**config.mk**
```make
export PLATFORM = sky130hd
export DESIGN_NAME = fpu_seq
export DESIGN_NICKNAME = d
export VERILOG_FILES = /design/src/rtl/fpu_seq.sv
export SDC_FILE = /design/constraint.sdc
export NUM_CORES = 2
export LEC_CHECK = 0
export CAP_MARGIN = 20
export CELL_PAD_IN_SITES_DETAIL_PLACEMENT = 1
export CELL_PAD_IN_SITES_GLOBAL_PLACEMENT = 1
export CORE_MARGIN = 2
export CORE_UTILIZATION = 50
export DETAILED_ROUTE_END_ITERATION = 16
export PLACE_DENSITY_LB_ADDON = 0.12
export SETUP_SLACK_MARGIN = 0.3
export SYNTH_ARGS = -nofsm -noshare
export SYNTH_HDL_FRONTEND = slang
export SYNTH_SLANG_ARGS = --single-unit
```
**constraint.sdc**
```tcl
create_clock -name clk -period 10.01 [get_ports clk]
set_input_delay 1.001 -clock clk [delete_from_list [all_inputs] [get_ports clk]]
set_output_delay 1.001 -clock clk [all_outputs]
set_load 0.005 [all_outputs]
```
**src/rtl/fpu_seq.sv**
```systemverilog
// fpu_seq: multi-cycle floating-point add/multiply for any {sign, EXP_W, MAN_W} format, NZCV flags.
// Latency: out_valid 4 cycles after the input handshake; one op in flight, 5-cycle throughput.
// Backpressure: holds result/flags in DONE while out_ready is low; in_ready only high in IDLE.
// Build option FPU_SEQ_RNE_EN: round to nearest even in NORM; undefined truncates toward zero.
module fpu_seq #(
    parameter int EXP_W = 8,
    parameter int MAN_W = 23,
    parameter int W     = 1 + EXP_W + MAN_W
) (
    input  logic         clk,
    input  logic         reset,
    input  logic         in_valid,
    output logic         in_ready,
    input  logic         op,
    input  logic [W-1:0] a,
    input  logic [W-1:0] b,
    output logic         out_valid,
    input  logic         out_ready,
    output logic [W-1:0] result,
    output logic [3:0]   flags
);
    localparam int SW = MAN_W + 5;      // carry, hidden, mantissa, guard/round/sticky
    localparam int XW = EXP_W + 8;      // signed working exponent, room for under/overflow
    localparam int PW = 2 * MAN_W + 2;  // full significand product
    localparam logic [EXP_W-1:0]     EXP_ONES = '1;
    localparam logic signed [XW-1:0] BIAS = XW'((1 << (EXP_W - 1)) - 1);
    localparam logic signed [XW-1:0] EMAX = XW'((1 << EXP_W) - 1);

    typedef enum logic [2:0] {IDLE, UNPACK, EXEC, NORM, DONE} state_t;
    state_t state;

    logic             op_q;
    logic [W-1:0]     a_q, b_q;
    logic             u_op, u_sa, u_sb, u_za, u_zb, u_ia, u_ib, u_na, u_nb;
    logic [EXP_W-1:0] u_ea, u_eb;
    logic [MAN_W:0]   u_ma, u_mb;

    logic                  x_sign, x_c, x_nan, x_inf;
    logic signed [XW-1:0]  x_exp;
    logic [SW-1:0]         x_sig;
    logic                  e_op, e_sign, e_c, e_nan, e_inf;
    logic signed [XW-1:0]  e_exp;
    logic [SW-1:0]         e_sig;

    logic             swap, big_s, sm_s;
    logic [EXP_W-1:0] big_e, sm_e, d;
    logic [MAN_W:0]   big_m, sm_m;
    logic [MAN_W+3:0] sm_ext, lost, al;
    logic [PW-1:0]    prod;

    logic [SW-2:0]        nsig;
    logic signed [XW-1:0] nexp;
    logic [MAN_W+1:0]     rnd;
    logic                 inc, n_c, n_v;
    int                   lz;
    logic [W-1:0]         n_res;
    logic [3:0]           n_flags;
    logic                 unused_bits;

    // Control FSM with registered handshake outputs and result/flags written on NORM->DONE.
    always_ff @(posedge clk) begin
        if (reset) begin
            state     <= IDLE;
            in_ready  <= 1'b1;
            out_valid <= 1'b0;
            result    <= '0;
            flags     <= '0;
        end else begin
            case (state)
                IDLE: if (in_valid) begin
                    state    <= UNPACK;
                    in_ready <= 1'b0;
                end
                UNPACK: state <= EXEC;
                EXEC:   state <= NORM;
                NORM: begin
                    state     <= DONE;
                    out_valid <= 1'b1;
                    result    <= n_res;
                    flags     <= n_flags;
                end
                DONE: if (out_ready) begin
                    state     <= IDLE;
                    out_valid <= 1'b0;
                    in_ready  <= 1'b1;
                end
                default: begin
                    state     <= IDLE;
                    in_ready  <= 1'b1;
                    out_valid <= 1'b0;
                end
            endcase
        end
    end

    // Datapath stage registers: capture on handshake, unpack/classify, then hold the EXEC result.
    always_ff @(posedge clk) begin
        if (state == IDLE && in_valid) begin
            op_q <= op;
            a_q  <= a;
            b_q  <= b;
        end
        if (state == UNPACK) begin
            u_op <= op_q;
            u_sa <= a_q[W-1];
            u_sb <= b_q[W-1];
            u_ea <= a_q[W-2:MAN_W];
            u_eb <= b_q[W-2:MAN_W];
            // Denormals flush to signed zero: no hidden bit, significand cleared.
            u_za <= (a_q[W-2:MAN_W] == '0);
            u_zb <= (b_q[W-2:MAN_W] == '0);
            u_ia <= (a_q[W-2:MAN_W] == EXP_ONES) && (a_q[MAN_W-1:0] == '0);
            u_ib <= (b_q[W-2:MAN_W] == EXP_ONES) && (b_q[MAN_W-1:0] == '0);
            u_na <= (a_q[W-2:MAN_W] == EXP_ONES) && (a_q[MAN_W-1:0] != '0);
            u_nb <= (b_q[W-2:MAN_W] == EXP_ONES) && (b_q[MAN_W-1:0] != '0);
            u_ma <= (a_q[W-2:MAN_W] == '0) ? '0 : {1'b1, a_q[MAN_W-1:0]};
            u_mb <= (b_q[W-2:MAN_W] == '0) ? '0 : {1'b1, b_q[MAN_W-1:0]};
        end
        if (state == EXEC) begin
            e_op   <= u_op;
            e_sign <= x_sign;
            e_exp  <= x_exp;
            e_sig  <= x_sig;
            e_c    <= x_c;
            e_nan  <= x_nan;
            e_inf  <= x_inf;
        end
    end

    // EXEC: align-and-add or multiply into a common {carry, hidden, mantissa, G, R, S} significand.
    always_comb begin
        swap = ({u_eb, u_mb} > {u_ea, u_ma});
        big_s = swap ? u_sb : u_sa;
        sm_s  = swap ? u_sa : u_sb;
        big_e = swap ? u_eb : u_ea;
        sm_e  = swap ? u_ea : u_eb;
        big_m = swap ? u_mb : u_ma;
        sm_m  = swap ? u_ma : u_mb;
        d      = big_e - sm_e;
        sm_ext = {sm_m, 3'b000};
        lost   = sm_ext & ~({(MAN_W+4){1'b1}} << d);
        al     = (sm_ext >> d) | {{(MAN_W+3){1'b0}}, |lost};
        prod   = {{(MAN_W+1){1'b0}}, u_ma} * {{(MAN_W+1){1'b0}}, u_mb};
        x_sign = 1'b0;
        x_exp  = '0;
        x_sig  = '0;
        x_c    = 1'b0;
        x_nan  = 1'b0;
        x_inf  = 1'b0;
        if (u_op) begin
            x_sign = u_sa ^ u_sb;
            x_exp  = $signed({{(XW-EXP_W){1'b0}}, u_ea}) + $signed({{(XW-EXP_W){1'b0}}, u_eb}) - BIAS;
            x_sig  = prod[PW-1:MAN_W-3] | {{(SW-1){1'b0}}, |prod[MAN_W-4:0]};
            x_nan  = u_na | u_nb | (u_ia & u_zb) | (u_za & u_ib);
            x_inf  = u_ia | u_ib;
        end else begin
            // Far-shifted operand contributes only to sticky.
            if (int'(d) >= MAN_W + 3)
                al = {{(MAN_W+3){1'b0}}, |sm_m};
            if (big_s == sm_s) begin
                x_sig = {1'b0, big_m, 3'b000} + {1'b0, al};
                x_c   = x_sig[SW-1];
            end else begin
                x_sig = {1'b0, big_m, 3'b000} - {1'b0, al};
            end
            x_sign = (u_ia | u_ib) ? (u_ia ? u_sa : u_sb) : big_s;
            x_exp  = $signed({{(XW-EXP_W){1'b0}}, big_e});
            x_nan  = u_na | u_nb | (u_ia & u_ib & (u_sa != u_sb));
            x_inf  = u_ia | u_ib;
        end
    end

    // NORM: renormalise, round, range-check and pack; flags derive from the packed word.
    always_comb begin
        nsig  = '0;
        nexp  = '0;
        rnd   = '0;
        inc   = 1'b0;
        lz    = 0;
        n_c   = 1'b0;
        n_v   = 1'b0;
        n_res = '0;
        if (e_nan) begin
            n_res = {1'b0, EXP_ONES, 1'b1, {(MAN_W-1){1'b0}}};
            n_v   = 1'b1;
        end else if (e_inf) begin
            n_res = {e_sign, EXP_ONES, {MAN_W{1'b0}}};
        end else if (e_sig == '0) begin
            // An exact-zero sum is +0; a zero product keeps its sign.
            n_res = {e_op & e_sign, {(W-1){1'b0}}};
        end else begin
            if (e_sig[SW-1]) begin
                nsig = {e_sig[SW-1:2], |e_sig[1:0]};
                nexp = e_exp + XW'(1);
            end else begin
                for (int i = 0; i < SW - 1; i++)
                    if (e_sig[i]) lz = SW - 2 - i;
                nsig = e_sig[SW-2:0] << lz;
                nexp = e_exp - XW'(lz);
            end
`ifdef FPU_SEQ_RNE_EN
            inc = nsig[2] & (nsig[1] | nsig[0] | nsig[3]);
`endif
            rnd = {1'b0, nsig[SW-2:3]} + {{(MAN_W+1){1'b0}}, inc};
            if (rnd[MAN_W+1])
                nexp = nexp + XW'(1);
            n_c = e_c;
            if (nexp >= EMAX) begin
                n_res = {e_sign, EXP_ONES, {MAN_W{1'b0}}};
                n_v   = 1'b1;
            end else if (nexp < XW'(1)) begin
                n_res = {e_sign, {(W-1){1'b0}}};
            end else begin
                n_res = {e_sign, nexp[EXP_W-1:0], rnd[MAN_W+1] ? {MAN_W{1'b0}} : rnd[MAN_W-1:0]};
            end
        end
        n_flags = {n_res[W-1], (n_res[W-2:0] == '0), n_c, n_v};
    end

    // Round bits are dropped in the truncating build; the hidden bit of rnd is never packed.
    assign unused_bits = ^{nsig[2:0], rnd[MAN_W]};
endmodule

```
==> metrics <==
Synth Area per Inst=8.91 um^2; flop2flop setup slack=1.0 ns; Post-synth ARST share=0; Startpoint Class=flip-flop; Crit Path Max Fanout=21; Synth top area share=0.274; worst flop-to-flop path endpoint=e_sig[25]; status=complete, no violations; DR DRC count=0; setup bufs post-CTS=0; Worst EP required=10.29 ns; grt ovf=0; most frequent cells in the layout=inv_1 (636), nand2_1 (562), fa_1 (485); hpwl dp=93200 um; Final Skew=0.0201 ns; commonest non-fill, non-tap cell in the layout=inv_1; clock root buffer=clkbuf_16; DRT Wirelength=119000 um; most used cell, CP=a21oi_1; clock sink count=221; crit path capture type=flip-flop; H-Tree Depth=1; slowest CP cell=edfxtp_1; global-route wire length before repair=189000 um; Seq/Total Area, Yosys=0.176; Unique masters post-synth=93; synthesis-stage register bit count=221; Die Area=0.0731 mm^2; period utilization=0.900; average wire per standard cell=24.2 um; All-Layer GR Usage=0.332; Die Ht=270 um; proportion of layout cells with a drive suffix above 1=0.0574; Max Clk Rate=0.111 GHz; Critical path destination=e_sig[25]; Die W=270 um; ys flop type=edfxtp_1; drt first-iter violations=2424; Worst-path clk slew=0.06 ns; initial antenna violation count=2; Mapped Cells=3980; largest net degree at the start of global routing=81; top cell family by delay on the critical path=compound AO/OA/AOI/OAI gates; cts hold-fix bufs=0; instance count on the critical path=37; io pins=107; Area Overhead vs Synth=7.95%; main area contributors after synthesis=fa_1 (27%), edfxtp_1 (15%), ha_1 (11%), inv_1 (6.7%), nand2_1 (5.9%); Slew HR=0.256; minimum clock period=9.01 ns; GP Congestion=0.949; Via-to-Cell Ratio=5.97; Slew Limit Fails=0; vias after detailed routing=29500; Core Box Area=0.0701 mm^2; Site Rows=97; Worst setup startpoint=u_mb[4]; CTS tree=done; initial core utilization=0.506; area leader, netlist=fa_1; Num CTS Buffers=26; slowest cell delay on critical path=0.75 ns; Buf+Inv Stages, Crit Path=1; total of max-cap violations=0; Post-synth EDFFs=181; Final Hold Viols=0; Worst-Skew Late Latency=0.56 ns; Worst EP arrival=9.29 ns; PortBufs=106; RSZ-0062 raised after global routing=false; RR Startpoint=u_mb[4]; critical path class=flip-flop to flip-flop; TritonRoute pass-1 iters=6; Final nets=4825; HP Start=op_q; post-route ant nets=0; YS warnings=0; cts repair resizes=0; Hold Crit Class=flip-flop to flip-flop; Syn Nets=4835; vias in the first global route=32400; Worst-Margin Slew=1.11 ns; endpoints failing setup=0; Mapped Area=0.0355 mm^2; R2R depth=37; clock tree buffer depth=3; setup TNS=0 ns
cell usage after synthesis, drive strengths merged, types with 6 or more instances:
| library cell | number |
|---|---|
| or4 | 8 |
| a31oi | 29 |
| mux2 | 10 |
| inv | 636 |
| mux2i | 42 |
| a211oi | 42 |
| nor4 | 29 |
| or3 | 23 |
| nand2 | 563 |
| a31o | 6 |
| o21ai | 138 |
| mux4 | 43 |
| dfxtp | 40 |
| o21a | 6 |
| nand4 | 28 |
| o21bai | 27 |
| xor2 | 19 |
| a311oi | 7 |
| a21boi | 6 |
| clkbuf | 203 |
| buf | 29 |
| nor2b | 20 |
| a2111oi | 11 |
| a221o | 7 |
| o31ai | 10 |
| and3 | 13 |
| o22ai | 8 |
| or2 | 14 |
| o211ai | 22 |
| o2111ai | 6 |
| a21o | 41 |
| ha | 301 |
| nand2b | 20 |
| fa | 485 |
| a21oi | 202 |
| nor2 | 203 |
| nand3 | 49 |
| xnor2 | 56 |
| nor3 | 76 |
| a221oi | 7 |
| nor3b | 7 |
| and2 | 217 |
| a22oi | 13 |
| edfxtp | 181 |
state kept, by name (all words and copies together) (netlist names), 3 cells and up:
signal and count:
u_ea 8, flags 3, a_q 32, b_q 32
u_eb 8, state 3, u_ma 24, result 32
e_sig 28, e_exp 10, u_mb 24
layer usage:
metal	vias up	global-route usage	part of all wire
li1	13000	-	-
met1	15100	0.438	0.42
met2	1012	0.556	0.48
met3	285	0.0484	0.064
met4	0	0.123	0.043
met5	-	0	0
worst min path at each step:
stage,end,cells past startpoint
5_1_grt,u_op,0
2_1_floorplan,u_op,0
6_report,u_op,0
3_5_place_dp,u_op,0
4_1_cts,u_op,0
3_3_place_gp,u_sb,0
metrics by stage:
| stage | area, um^2 | util | worst slack, ns | hold slack (ns) | std cells |
|---|---|---|---|---|---|
| final | 38300 | 0.546 | 0.997 | 0.426 | 4930 |
| after CTS | 38300 | 0.546 | 1.00 | 0.426 | 4928 |
| after global routing | 38300 | 0.546 | 0.388 | 0.437 | 4929 |
| after detailed placement | 37500 | 0.534 | 1.00 | 0.411 | 4881 |
| after floorplan | 35500 | - | 1.56 | 0.400 | 3980 |
| after global placement | 37500 | 0.534 | 1.25 | 0.401 | 4881 |
worst reg2reg max path, delay by kind of cell (launching register included):
kind | cells | cell delay (ns)
mux | 2 | 0.42
buf+inv | 1 | 0.30
compound gates | 22 | 5.08
simple gates | 9 | 1.08
fa+ha+maj | 3 | 1.13
flops | 1 | 0.75
final cells by class:
cell class | count | area, um^2
inverter | 637 | 2390
fill | 8311 | 31900
multi-input combinational | 2890 | 26000
antenna | 1 | 2.50
tap | 940 | 1180
timing repair buffer | 194 | 1730
sequential | 221 | 6240
clock buffer | 31 | 691
clock inverter | 16 | 95.1
logic make-up after synthesis:
group,share of synthesized area
buffers and inverters,0.0936
XOR/XNOR,0.0185
AND/OR/NAND/NOR,0.170
multiplexers,0.0423
flip-flops,0.176
adder cells (fa/ha/maj),0.380
AO/OA/AOI/OAI,0.120
Power is not shown: default switching activity piles up to over one toggle a cycle in this logic, so the estimate is an artifact.
